--- src/rtl/twos_to_sign_mag_serial.sv ---
// Bit-serial two's-complement to sign/magnitude decoder.
// One operand bit per clock, LSB first, through invert-and-add-one with a
// single carry flop. Valid/ready handshake on both sides, one result in flight.
// Build option: define TWOS_SM_FAST_POS_EN to let non-negative operands skip
// the serial pass (latency 1 instead of WIDTH+1; results are identical).
module twos_to_sign_mag_serial #(
  parameter int unsigned WIDTH = 8
) (
  input  logic             clk,
  input  logic             rst_n,
  input  logic             in_valid,
  output logic             in_ready,
  input  logic [WIDTH-1:0] A,
  output logic             out_valid,
  input  logic             out_ready,
  output logic             sign,
  output logic [WIDTH-1:0] magnitude,
  output logic             min_neg,
  output logic             busy
);

  localparam int unsigned CW = (WIDTH > 2) ? $clog2(WIDTH) : 1;

  typedef enum logic [1:0] {
    IDLE,
    SHIFT,
    DONE
  } state_t;

  state_t           state, state_nxt;
  logic [WIDTH-1:0] opnd;
  logic [WIDTH-1:0] mag;
  logic             sign_q;
  logic             carry;
  logic [CW-1:0]    count;
  logic             bit_out;
  logic             last_bit;

  assign last_bit = (count == CW'(WIDTH - 1));
  // Negative operands run through invert-plus-one; non-negative bits pass as-is.
  assign bit_out  = sign_q ? (~opnd[0] ^ carry) : opnd[0];

  // State register with synchronous active-low reset.
  always_ff @(posedge clk) begin
    if (!rst_n) state <= IDLE;
    else        state <= state_nxt;
  end

  // Next-state logic: accept in IDLE, WIDTH serial steps, hold until consumed.
  always_comb begin
    state_nxt = state;
    case (state)
      IDLE: begin
        if (in_valid) begin
`ifdef TWOS_SM_FAST_POS_EN
          state_nxt = A[WIDTH-1] ? SHIFT : DONE;
`else
          state_nxt = SHIFT;
`endif
        end
      end
      SHIFT:   if (last_bit)  state_nxt = DONE;
      DONE:    if (out_ready) state_nxt = IDLE;
      default: state_nxt = IDLE;
    endcase
  end

  // Datapath: latch operand on accept, then shift one result bit in per cycle.
  always_ff @(posedge clk) begin
    if (!rst_n) begin
      opnd   <= '0;
      mag    <= '0;
      sign_q <= 1'b0;
      carry  <= 1'b0;
      count  <= '0;
    end else begin
      case (state)
        IDLE: begin
          if (in_valid) begin
            opnd   <= A;
            sign_q <= A[WIDTH-1];
            carry  <= 1'b1;
            count  <= '0;
`ifdef TWOS_SM_FAST_POS_EN
            if (!A[WIDTH-1]) mag <= A;
`endif
          end
        end
        SHIFT: begin
          // Result enters at the MSB so after WIDTH steps bit 0 lands at bit 0.
          mag   <= {bit_out, mag[WIDTH-1:1]};
          opnd  <= opnd >> 1;
          carry <= ~opnd[0] & carry;
          count <= count + 1'b1;
        end
        default: ;
      endcase
    end
  end

  // Handshake and result outputs decoded from state and held registers.
  always_comb begin
    in_ready  = (state == IDLE);
    out_valid = (state == DONE);
    busy      = (state != IDLE);
    sign      = sign_q;
    magnitude = mag;
    min_neg   = (state == DONE) && sign_q &&
                (mag == {1'b1, {(WIDTH-1){1'b0}}});
  end

endmodule

--- config.mk ---
export PLATFORM = sky130hd
export DESIGN_NAME = twos_to_sign_mag_serial
export DESIGN_NICKNAME = d
export VERILOG_FILES = /design/src/rtl/twos_to_sign_mag_serial.sv
export SDC_FILE = /design/constraint.sdc
export NUM_CORES = 1
export LEC_CHECK = 0
export CORE_MARGIN = 10
export CORE_UTILIZATION = 43
export DETAILED_ROUTE_END_ITERATION = 16
export PLACE_DENSITY = 0.77
export SETUP_SLACK_MARGIN = 0.4
export SLEW_MARGIN = 10
export SYNTH_ARGS = -nofsm -noshare
export SYNTH_HDL_FRONTEND = slang
export SYNTH_SLANG_ARGS = --single-unit
export TNS_END_PERCENT = 5
--- constraint.sdc ---
create_clock -name clk -period 1.1 [get_ports clk]
set_input_delay 0.22 -clock clk [delete_from_list [all_inputs] [get_ports clk]]
set_output_delay 0.22 -clock clk [all_outputs]
set_load 0.1 [all_outputs]
==> results.json <==
{
  "status": "finished, violations left",
  "violations": "setup timing",
  "synth_top_area_cell": "dfxtp_1",
  "fin_tns_setup_ns": -2.98,
  "total_leakage_power_uw": 0.000650,
  "track_usage_pct": 12.6,
  "ys_ff_latch": 23,
  "h-tree-depth": 1,
  "fmax_mhz": 555,
  "worstSetupStartpointType": "register",
  "critPathMaxFanout": 2,
  "detail_route.vias_per_cell": 5.23,
  "num_vias": 942,
  "synth_most_common_cell": "dfxtp_1",
  "arrival_ns": 1.58,
  "drt_iter0_markers": 20,
  "final_antenna_net_count": 0,
  "dpl_cell_area_um2": 1560,
  "stdcell_area_um2": 1680,
  "crit_required_ns": 0.88,
  "postCtsHoldBufs": 0,
  "met2_usage_pct": 21.9,
  "slew_headroom_pct": 82.1,
  "slowest_stage": "dfxtp_2",
  "p_switching_uw": 482,
  "drive_gt1_share_pct": 38.2,
  "critical_path.endpoint_type": "output pin",
  "grt_pass1_vias": 1005,
  "wire_per_inst_um": 14.5,
  "yosys_warnings": 0,
  "final_cells": 180,
  "intPower_uw": 1190,
  "port_buffers": 24,
  "p_seq_share_pct": 53.5,
  "grtUsageMet1_pct": 14.2,
  "clk_pin_slew_ns": 0.12,
  "hold_viol": 0,
  "fin_crit_ns": 1.80,
  "synth_area_leaders": "dfxtp_1 45%, mux2i_1 8.8%, nand2_1 7.4%",
  "swShare_pct": 28.8,
  "dr.pass1.iters": 4,
  "drt_wl_total_mm": 2.61,
  "gp_congestion": 0.753,
  "start_util_pct": 45.6,
  "dieArea_um2": 4710,
  "yosysSeqAreaShare_pct": 45.2,
  "die_h_um": 68.7,
  "finalWorstSetupSlack_ns": -0.702,
  "pre_cts_slack_ns": -0.502,
  "fin_nets": 168,
  "core_um2": 2230,
  "synthArstFlopShare_pct": 0,
  "synth_edf_count": 0,
  "drv_cap": 0,
  "syn-cell-area_um2": 1020,
  "grt_max_degree": 28,
  "synth.distinct_cells": 29,
  "worstMarginPinSlew_ns": 0.266,
  "ir_drop_mv": 0.801,
  "drc": 0,
  "dp_cells": 176,
  "dieWidth_um": 68.7,
  "synth_ff_type": "dfxtp_1",
  "area_delta_synth_final_pct": 64.7,
  "clk_path_buf_depth": 2,
  "synthTopCellsByCount": "23 x dfxtp_1, 20 x nand2_1, 9 x mux2i_1, 9 x o21ai_1, 7 x o211ai_1",
  "clock_sinks": 23,
  "cts_tree": "done",
  "p_per_area_nw_per_um2": 999,
  "ios": 25,
  "grt_pass1_wl_mm": 4.62,
  "grt_overflow_total": 0,
  "post-dp-hpwl_mm": 2.05,
  "rsz0062_at_grt": "true",
  "grt.busiest_layer": "met2",
  "slowest_delay_ns": 0.35,
  "crit_chain": "nor4_2 -> nand4_1 -> nor4_4 -> buf_12",
  "crit_type": "reg2out",
  "p_comb_share_pct": 23.5,
  "drv_slew": 0,
  "avgSynthCellArea_um2": 9.09,
  "std_cell_rows": 17,
  "fin_util_pct": 75.1,
  "fin_skew_ns": 0.00386,
  "period_share_pct": 164,
  "diodes": 0,
  "synthCells": 112,
  "hp-class": "reg2reg",
  "clk_latency_ns": 0.30,
  "cts_buffers": 3,
  "antenna_found_initial": 0,
  "synth_fp_nets": 127,
  "finalSetupViolations": 23,
  "clockPowerShare_pct": 23.1,
  "cts-root-buf": "clkbuf_4",
  "synth_top_area_share_pct": 45.2,
  "use_met3_pct": 3.38
}
## per-stage QoR
step                      total power [µW]  hold slack, ns
final                                 1680           0.463
after global routing                  1780           0.466
after detailed placement              1290           0.458
after CTS                             1690           0.463
after floorplan                       1130           0.368
after global placement                1280           0.450
## sequential cells by signal, summed over array words and instances, names as in the netlist
register,flops
carry,1
magnitude,8
count,3
state,2
sign,1
opnd,8
## kinds of logic (layout without fill, tap and decap cells)
family,count (synthesis),count (layout),synth area share (%)
simple gates,36,36,17.4
mux,9,9,8.85
buf+inv,11,51,5.53
flops,23,23,45.2
fa+ha+maj,3,3,3.69
compound gates,30,30,19.3
## cell usage in the layout, fill, tap and decap left out, drive strengths merged
cell type       n
a21o            1
clkbuf          4
nor3b           1
nand3b          1
a21boi          7
or3b            1
and2b           1
buf            32
nor4            2
o211ai          7
nand3           2
o21ai          12
nand2          20
nor2            3
ha              3
mux2i           9
clkdlybuf4s50  11
inv             4
a21oi           1
nand2b          1
nand4           2
nor2b           2
a22oi           1
dfxtp          23
o221a           1
## worst paths after layout
check | start | endpoint | slack [ns] | depth (start not counted)
max | magnitude[4] | min_neg | -0.70 | 4
min | count[0] | count[0] | 0.46 | 2
max reg2reg | state[0] | opnd[6] | -0.15 | 4
min reg2reg | count[0] | count[0] | 0.46 | 2
## layout make-up
cell class | count | area (µm²)
clock buffer | 4 | 26.3
fill | 153 | 556
inverter | 4 | 15.0
multi-input combinational | 78 | 551
sequential | 23 | 480
tap | 28 | 35.0
timing repair buffer | 43 | 571
## metal layers
metal	vias to the layer above	routed length, µm
li1	475	-
met1	434	1060
met2	29	1300
met3	4	211
met4	0	31
met5	-	0
## worst max-delay path: cells and delay by family (launching register included)
kind,cells,cell delay [ns]
AND/OR/NAND/NOR,3,0.71
flip-flops,1,0.35
buffers and inverters,1,0.22
## timing repair
action                                  CTS  global route
setup buffers                             0             0
resized for setup                        26             7
endpoints found under the setup margin   36            36
pin swaps                                10             2
## power by group through the flow
stage                     Combinational (µW)  Sequential (µW)  Clock [µW]
final                                    394              897         387
after floorplan                          165              966           0
after global placement                   363              913           0
after global routing                     420              901         455
after detailed placement                 373              915           0
after CTS                                394              898         400
Note: power is estimated with default switching activity, not from simulation.
